**src/rtl/mmm_ctrl_if.sv**
```systemverilog
// Handshake/strobe bundle between the RSA controller, mmm_ctrl and its mmm_unit.
// Optional irq/irq_clr signals exist only when MMM_CTRL_IRQ_EN is defined.
interface mmm_ctrl_if #(
    parameter int WIDTH = 4
);
    localparam int CNT_W = $clog2(WIDTH + 1);

    logic             start;
    logic             abort;
    logic             hold;
    logic             busy;
    logic             done;
    logic             result_valid;
    logic             clear;
    logic             ld_a;
    logic             ena;
    logic             ld_r;
    logic             lock;
    logic [CNT_W-1:0] iter;
`ifdef MMM_CTRL_IRQ_EN
    logic             irq_clr;
    logic             irq;

    modport master (
        output start, abort, hold, irq_clr,
        input  busy, done, result_valid, clear, ld_a, ena, ld_r, lock, iter, irq
    );

    modport slave (
        input  start, abort, hold, irq_clr,
        output busy, done, result_valid, clear, ld_a, ena, ld_r, lock, iter, irq
    );
`else
    modport master (
        output start, abort, hold,
        input  busy, done, result_valid, clear, ld_a, ena, ld_r, lock, iter
    );

    modport slave (
        input  start, abort, hold,
        output busy, done, result_valid, clear, ld_a, ena, ld_r, lock, iter
    );
`endif

endinterface

```
**src/rtl/mmm_ctrl.sv**
```systemverilog
// Sequencer for one mmm_unit: CLEAR, LOAD, WIDTH RUN iterations, STORE, DONE.
// Define MMM_CTRL_IRQ_EN to add a sticky completion interrupt (irq / irq_clr).
module mmm_ctrl #(
    parameter int WIDTH = 4
) (
    input  logic        clk,
    input  logic        rstb,
    mmm_ctrl_if.slave   m
);

    localparam int CNT_W = $clog2(WIDTH + 1);
    localparam logic [CNT_W-1:0] LAST_ITER = CNT_W'(WIDTH - 1);

    typedef enum logic [2:0] {
        S_IDLE,
        S_CLEAR,
        S_LOAD,
        S_RUN,
        S_STORE,
        S_DONE
    } state_t;

    typedef struct packed {
        logic busy;
        logic done;
        logic clear;
        logic ld_a;
        logic ena;
        logic run;
        logic ld_r;
        logic lock;
    } strb_t;

    state_t           state;
    strb_t            strb;
    logic [CNT_W-1:0] iter_r;
    logic             rv_r;

    // Strobe pattern for the cycle spent in state s; registered on the entering edge.
    function automatic strb_t outs(state_t s, logic rv);
        strb_t o;
        o       = '0;
        o.busy  = (s != S_IDLE);
        o.done  = (s == S_DONE);
        o.clear = (s == S_CLEAR);
        o.ld_a  = (s == S_LOAD);
        o.run   = (s == S_RUN);
        o.ld_r  = (s == S_STORE);
        o.ena   = (s == S_CLEAR) || (s == S_LOAD) || (s == S_RUN) || (s == S_STORE);
        o.lock  = (s == S_DONE) || ((s == S_IDLE) && rv);
        return o;
    endfunction

    always_ff @(posedge clk or posedge rstb) begin
        if (rstb) begin
            state  <= S_IDLE;
            strb   <= '0;
            iter_r <= '0;
            rv_r   <= 1'b0;
        end else if (m.abort) begin
            state  <= S_IDLE;
            strb   <= outs(S_IDLE, 1'b0);
            iter_r <= '0;
            rv_r   <= 1'b0;
        end else begin
            case (state)
                S_IDLE: begin
                    if (m.start) begin
                        state <= S_CLEAR;
                        strb  <= outs(S_CLEAR, 1'b0);
                        rv_r  <= 1'b0;
                    end
                end
                S_CLEAR: begin
                    state <= S_LOAD;
                    strb  <= outs(S_LOAD, 1'b0);
                end
                S_LOAD: begin
                    state  <= S_RUN;
                    strb   <= outs(S_RUN, 1'b0);
                    iter_r <= '0;
                end
                S_RUN: begin
                    // Hold freezes both the counter and the state; strobes stay as-is.
                    if (!m.hold) begin
                        if (iter_r == LAST_ITER) begin
                            state  <= S_STORE;
                            strb   <= outs(S_STORE, 1'b0);
                            iter_r <= '0;
                        end else begin
                            iter_r <= iter_r + CNT_W'(1);
                        end
                    end
                end
                S_STORE: begin
                    state <= S_DONE;
                    strb  <= outs(S_DONE, 1'b1);
                    rv_r  <= 1'b1;
                end
                S_DONE: begin
                    state <= S_IDLE;
                    strb  <= outs(S_IDLE, rv_r);
                end
                default: begin
                    state  <= S_IDLE;
                    strb   <= '0;
                    iter_r <= '0;
                    rv_r   <= 1'b0;
                end
            endcase
        end
    end

    assign m.busy         = strb.busy;
    assign m.done         = strb.done;
    assign m.result_valid = rv_r;
    assign m.clear        = strb.clear;
    assign m.ld_a         = strb.ld_a;
    assign m.ld_r         = strb.ld_r;
    assign m.lock         = strb.lock;
    assign m.iter         = iter_r;
    // Only hold may reach a strobe combinationally, and only ena during RUN.
    assign m.ena          = strb.ena & ~(strb.run & m.hold);

`ifdef MMM_CTRL_IRQ_EN
    logic irq_r;

    always_ff @(posedge clk or posedge rstb) begin
        if (rstb) begin
            irq_r <= 1'b0;
        end else if ((state == S_DONE) && !m.abort) begin
            irq_r <= 1'b1;
        end else if (m.irq_clr) begin
            irq_r <= 1'b0;
        end
    end

    assign m.irq = irq_r;
`endif

endmodule

```
**src/flat_wrapper.sv**
```systemverilog
// flat-port wrapper written by rule: the top's interface ports become plain ports
module mmm_ctrl_flat 
#(
    parameter int WIDTH = 4
)
  (clk, rstb, m_start, m_abort, m_hold, m_busy, m_done, m_result_valid, m_clear, m_ld_a, m_ena, m_ld_r, m_lock, m_iter);
  mmm_ctrl_if #(.WIDTH(WIDTH)) m_i ();
  input  logic clk;
  input  logic rstb;
  input wire logic [$bits(m_i.start)-1:0] m_start;
  input wire logic [$bits(m_i.abort)-1:0] m_abort;
  input wire logic [$bits(m_i.hold)-1:0] m_hold;
  output wire logic [$bits(m_i.busy)-1:0] m_busy;
  output wire logic [$bits(m_i.done)-1:0] m_done;
  output wire logic [$bits(m_i.result_valid)-1:0] m_result_valid;
  output wire logic [$bits(m_i.clear)-1:0] m_clear;
  output wire logic [$bits(m_i.ld_a)-1:0] m_ld_a;
  output wire logic [$bits(m_i.ena)-1:0] m_ena;
  output wire logic [$bits(m_i.ld_r)-1:0] m_ld_r;
  output wire logic [$bits(m_i.lock)-1:0] m_lock;
  output wire logic [$bits(m_i.iter)-1:0] m_iter;
  assign m_i.start = m_start;
  assign m_i.abort = m_abort;
  assign m_i.hold = m_hold;
  assign m_busy = m_i.busy;
  assign m_done = m_i.done;
  assign m_result_valid = m_i.result_valid;
  assign m_clear = m_i.clear;
  assign m_ld_a = m_i.ld_a;
  assign m_ena = m_i.ena;
  assign m_ld_r = m_i.ld_r;
  assign m_lock = m_i.lock;
  assign m_iter = m_i.iter;
  mmm_ctrl #(.WIDTH(WIDTH)) u_core (.clk(clk), .rstb(rstb), .m(m_i));
endmodule
```
**config.mk**
```make
export PLATFORM = sky130hd
export DESIGN_NAME = mmm_ctrl_flat
export DESIGN_NICKNAME = d
export VERILOG_FILES = /design/src/rtl/mmm_ctrl_if.sv /design/src/rtl/mmm_ctrl.sv /design/src/flat_wrapper.sv
export SDC_FILE = /design/constraint.sdc
export NUM_CORES = 1
export LEC_CHECK = 0
export ABC_AREA = 1
export CORE_MARGIN = 2
export CORE_UTILIZATION = 45
export DETAILED_ROUTE_END_ITERATION = 7
export HOLD_SLACK_MARGIN = 0.15
export PLACE_DENSITY = 0.72
export SYNTH_ARGS = -nofsm -noshare
export SYNTH_HDL_FRONTEND = slang
export SYNTH_SLANG_ARGS = --single-unit
```
**constraint.sdc**
```tcl
create_clock -name clk -period 1.8 [get_ports clk]
set_clock_uncertainty 0.2 [all_clocks]
set_input_delay 0.36 -clock clk [delete_from_list [all_inputs] [get_ports clk]]
set_output_delay 0.36 -clock clk [all_outputs]
set_load 0.005 [all_outputs]
```
Yosys cells after proc, flatten, opt, wreduce, memory -nomap -nowiden
Cells that the tools add are included.
{ "word_totals": {"reg_bits": 15, "inputBits": 5, "out_inout_bits": 11, "wordCells": 49} }
{ "classes": {"addsub": 1, "n_eq_ne": 11, "mux": 17, "bitwise_logic": 3, "n_reduce_logical": 6} }
{ "op_table": {"columns": ["op", "count"], "rows": [
  ["$pmux 8 s6", 1],
  ["$mux 8", 4],
  ["$mux 3", 7],
  ["$pmux 3 s5", 1],
  ["$eq 3x2->1 const B", 3],
  ["$reduce_or 4->1", 2],
  ["$eq 3x3->1 const B", 2],
  ["$ne 3x3->1 const B", 2],
  ["$pmux 3 s2", 1],
  ["$ne 2x1->1 const B", 2],
  ["$reduce_and 2->1", 2],
  ["$add 3x1->3 const B", 1],
  ["$eq 3x1->1 const B", 1],
  ["$logic_not 3->1", 1],
  ["$ne 3x2->1 const B", 1],
  ["$pmux 1 s3", 1],
  ["$reduce_and 3->1", 1],
  ["$and 1x1->1", 2],
  ["$mux 1", 2],
  ["$not 1->1", 1]
]} }

Longest topological paths before layout
{ "depth": {"depth_word": 5, "ltp_mapped": 6, "ltp_nobuf": 6} }

Least setup slack after synthesis
Ideal clock, no wire load.
{ "synth_path": {"path_type": "register to register", "start": "register u_core.iter_r[0], in the netlist u_core.m.iter[0]", "end": "register u_core.iter_r[0], in the netlist u_core.m.iter[0]", "setup_time_ns": 0.065, "arrival_time_ns": 1.070, "t_required_ns": 1.535, "setup_slack_ns": 0.465, "stages_incl_launch_ff": 7, "path_buffers": 0, "synth_period_minus_slack_ns": 1.335, "path_cell_list": "dfrtp_1 -> ha_1 -> nand2_1 -> nand3_2 -> nor2_1 -> nand2_1 -> nand2_1"} }
{ "synth_between": {"elab_chain_cells": 5, "elab_cells_between_ends": 6, "classes_between": "1 x add/sub; 1 x eq/ne; 4 x mux"} }
{ "synth_lines": {"columns": ["element", "line", "source"], "rows": [
  ["from (decl)", "mmm_ctrl.sv:36", "logic [CNT_W-1:0] iter_r;"],
  ["from (signal assigned)", "mmm_ctrl.sv:91", "iter_r <= iter_r + CNT_W'(1);"],
  ["$add 3x1->3 or $eq 3x2->1 (tied branches)", "mmm_ctrl.sv:91, mmm_ctrl.sv:86", null],
  ["$mux 3 *", "mmm_ctrl.sv:86", "if (iter_r == LAST_ITER) begin"],
  ["$mux 3 *", "mmm_ctrl.sv:85", "if (!m.hold) begin"],
  ["$pmux 3 s2 *", "mmm_ctrl.sv:66", "case (state)"],
  ["$mux 3 *", "mmm_ctrl.sv:60", "end else if (m.abort) begin"]
]} }
Every way passes the cells marked *; elsewhere a longest branch is shown, timed or not. The select of a mux whose other input is x is not followed.
A chain may end at the register's enable or synchronous reset.

Worst setup path in the final report
{ "layout_path": {"start": "register u_core.iter_r[0], in the netlist u_core.m.iter[0]", "end": "output m_iter[0]"} }
{ "layout_rtl": {"columns": ["element", "line", "source"], "rows": [
  ["to (decl)", "flat_wrapper.sv:21", "output wire logic [$bits(m_i.iter)-1:0] m_iter;"]
]} }
No word-level cell between the ends.

==> results by group <==
Cells and area
  • Area grow syn2layout: 31.12%
  • Multi-input logic area: about 360 um^2
  • Register Area: between 300 and 400 um^2
  • Ant. Diodes: 0
  • Post-route cell area: approximately 0.001 mm^2
  • NumNets Final: about 130
  • Core Util, Final: 64.93%
  • Fill cells: around 140
  • Layout cells sized above 1: between 10% and 20%

Floorplanning
  • Core ar.: about 0.0016 mm^2
  • Boundary Pins: 16
  • Die ar.: 0.002063 mm^2
  • Chip height: roughly 45 um
  • Die extent in x: 45.42 um
  • # rows: 14
  • Starting density of the core: approximately 50%

Critical path
  • Critical Path RT: between 1 and 1.5 ns
  • CP Capture Point: m_iter[0]
  • Crit path max-delay cell type: clkdlybuf4s50_1
  • WP data arrival: between 1 and 1.5 ns
  • Crit path buffers/inverters: 1
  • Family with the most delay on the worst path: buffers and inverters
  • Critical path's largest stage delay: about 0.52 ns
  • R2r startpoint: u_core.m.iter[0]$_DFFE_PP0P_
  • Crit start category: flop
  • Crit. path cell count: 1
  • Crit. End Element: primary output
  • Worst reg2reg path depth: 7
  • Cell breakdown of the critical path: clkdlybuf4s50_1
  • Critical register-to-register path endpoint: u_core.m.done$_DFFE_PP0P_
  • Worst Path Max Fanout: 4
  • Worst setup path class: reg -> out
  • R2r setup slk: 0.22 ns
  • CP Launch Point: u_core.m.iter[0]$_DFFE_PP0P_

Timing
  • Setup TNS: 0 ns
  • RSZ-0062 raised after global routing: false
  • Final Max Slew Viols: 0
  • Period Utilization, post-route: a little over nine tenths
  • Hold Worst Slack: between 0.15 and 0.2 ns
  • Crit path time final: between 1.5 and 2 ns
  • Slew headroom: 82.70%
  • Fmax: between 0.5 and 0.6 GHz
  • Final Hold Fails: 0
  • Fin worst setup slack: between 0.04 and 0.05 ns
  • Setup-failing EPs final: 0
  • Worst slew pin tran: ~0.26 ns

Clock network
  • CTS Buf Count: 3
  • Clock slew at reported path FFs: about 0.090 ns
  • H-tree depth: 1
  • # clock sinks: 15
  • Root Driver: clkbuf_4
  • CTS tree: yes
  • Clock Latency Late Sink: between 0.2 and 0.3 ns
  • Hold_buf cts: 0
  • Clk buf depth: 2

Global routing
  • First-pass GRT wire length: approximately 2.5 mm
  • GRT Total Usage: between 10% and 20%
  • Largest net degree at the start of global routing: 16
  • Remaining Overflow, GRT: 0
  • Antenna violations before repair: 0
  • Vias in the first global route: around 610

Placement
  • DP Wirelength: about 1.1 mm
  • IO Port Bufs: 15
  • Worst slack, placed: -0.2282 ns
  • Dpl cell area: about 980 um^2
  • GPL Wtd Cong: 0.8716

Logic synthesis
  • Most common cell in the netlist: nand2_1
  • Syn Nets: 99
  • Post-Syn Area: 772.0 um^2
  • Share of the synthesized area in the top cell type: around half
  • Yosys cell types: 17
  • Mapped Avg Cell Area: between 8 and 9 um^2
  • Ys flop type: dfrtp_1
  • Post-synthesis sequential area ratio: 48.62%
  • Post-synth top cells: nand2_1 (31), dfrtp_1 (15), inv_1 (11)
  • FF+latch count, synth: 15
  • YS warnings: 0
  • Synth area leaders: dfrtp_1 (49%), nand2_1 (15%), inv_1 (5.3%), nand3_1 (5.2%), nand3_2 (3.9%)
  • Ys async rst share: 100.0%
  • Synth area leader: dfrtp_1
  • Cell count after synthesis: 93
  • EDFF count, synth: 0

Pwr
  • Peak VDD IR: between 0.5 and 0.6 mV
  • Leakage power: 0.0005339 uW
  • Power per Cell Area: 805.2 mW/mm^2

Routing
  • Pre-antenna DRT Iters: 4
  • 1st-iter DRT viols: 16
  • Drt drc: 0
  • Antenna-violating nets left: 0
  • WL final: about 1.5 mm
  • Vias/cell: slightly below 5
  • Via count: 661
  • Avg WL per Cell: 11.19 um

Outcome
  • Status: finished, final reports clean

Job
  • Max_cap viols: 0

Worst hold path
  • Worst hold path type: in -> async
==> layer usage <==
| layer | GRT usage (%) | share of wire (%) |
|---|---|---|
| met4 | 7.059 | 0.47 |
| met3 | 2.381 | 4.8 |
| met2 | 27.61 | 47 |
| met1 | 22.78 | 48 |
| met5 | 0 | 0 |
==> logic make-up (layout without fill, tap and decap cells) <==
| group | after synthesis | after routing | share of synthesized area (%) |
|---|---|---|---|
| simple gates | 57 | 57 | 35.82 |
| flops | 15 | 15 | 48.62 |
| buf+inv | 11 | 36 | 5.349 |
| compound gates | 9 | 9 | 8.589 |
| fa+ha+maj | 1 | 1 | 1.620 |
==> final cells by class <==
type / instances / share of cell area (%)
flip-flops and latches: 15 / 37.08
multi-input cells: 67 / 35.11
repair buffers: 21 / 19.16
inverters: 11 / 4.079
clock buffers: 4 / 2.596
well taps: 16 / 1.978
==> how the worst min path moves through the flow <==
stage	start	to	slack, ns	depth (start not counted)
6_report	rstb	u_core.strb[2]$_DFFE_PP0P_	0.17	3
5_1_grt	rstb	u_core.m.clear$_DFFE_PP0P_	0.21	3
4_1_cts	rstb	u_core.strb[2]$_DFFE_PP0P_	0.18	3
3_5_place_dp	u_core.strb[3]$_DFFE_PP0P_	u_core.strb[3]$_DFFE_PP0P_	0.25	2
3_3_place_gp	u_core.strb[2]$_DFFE_PP0P_	u_core.strb[2]$_DFFE_PP0P_	0.25	2
2_1_floorplan	rstb	u_core.m.busy$_DFFE_PP0P_	0.06	1
==> where the power goes <==
part           leakage, uW  switching, uW  total (uW)  internal, uW
clock            0.0000150            103         189          86.0
sequential        0.000201           33.9         408           374
combinational     0.000318            117         218           102
total             0.000534            254         815           561
==> what timing repair did <==
item                                    4_1_cts  5_1_grt
gates resized for setup                       1        0
setup buffers                                 0        1
endpoints found under the setup margin        1        1
hold endpoints to repair                      0        0
==> metrics by stage <==
stage	power (uW)	std cells
2_1_floorplan	538.1	93
3_3_place_gp	632.4	129
3_5_place_dp	636.1	129
4_1_cts	824.7	133
5_1_grt	864.8	134
6_report	815.1	134
==> state kept, by name (all words and copies together), names as in the netlist <==
register               flops
u_core.m.iter              3
u_core.state               3
u_core.strb                2
u_core.m.busy              1
u_core.m.clear             1
u_core.m.done              1
u_core.m.ld_a              1
u_core.m.ld_r              1
u_core.m.lock              1
u_core.m.result_valid      1
==> cells in the final DEF, fill, tap and decap left out <==
master and instances:
dlygate4sd2_1 1, o21ai_1 1, a21boi_0 1, nand2_2 3, dfrtp_1 15, nor2_2 2, a21boi_1 1, nand2_1 31
nor2_4 1, nor2_1 8, ha_1 1, a21oi_1 3, o211ai_1 2, inv_1 11, nand3_1 8, clkbuf_1 1
clkbuf_4 3, nand3_4 1, buf_4 6, clkdlybuf4s50_1 14, nand3_2 3, o21ai_4 1
Power figures use the tool's default switching activity.
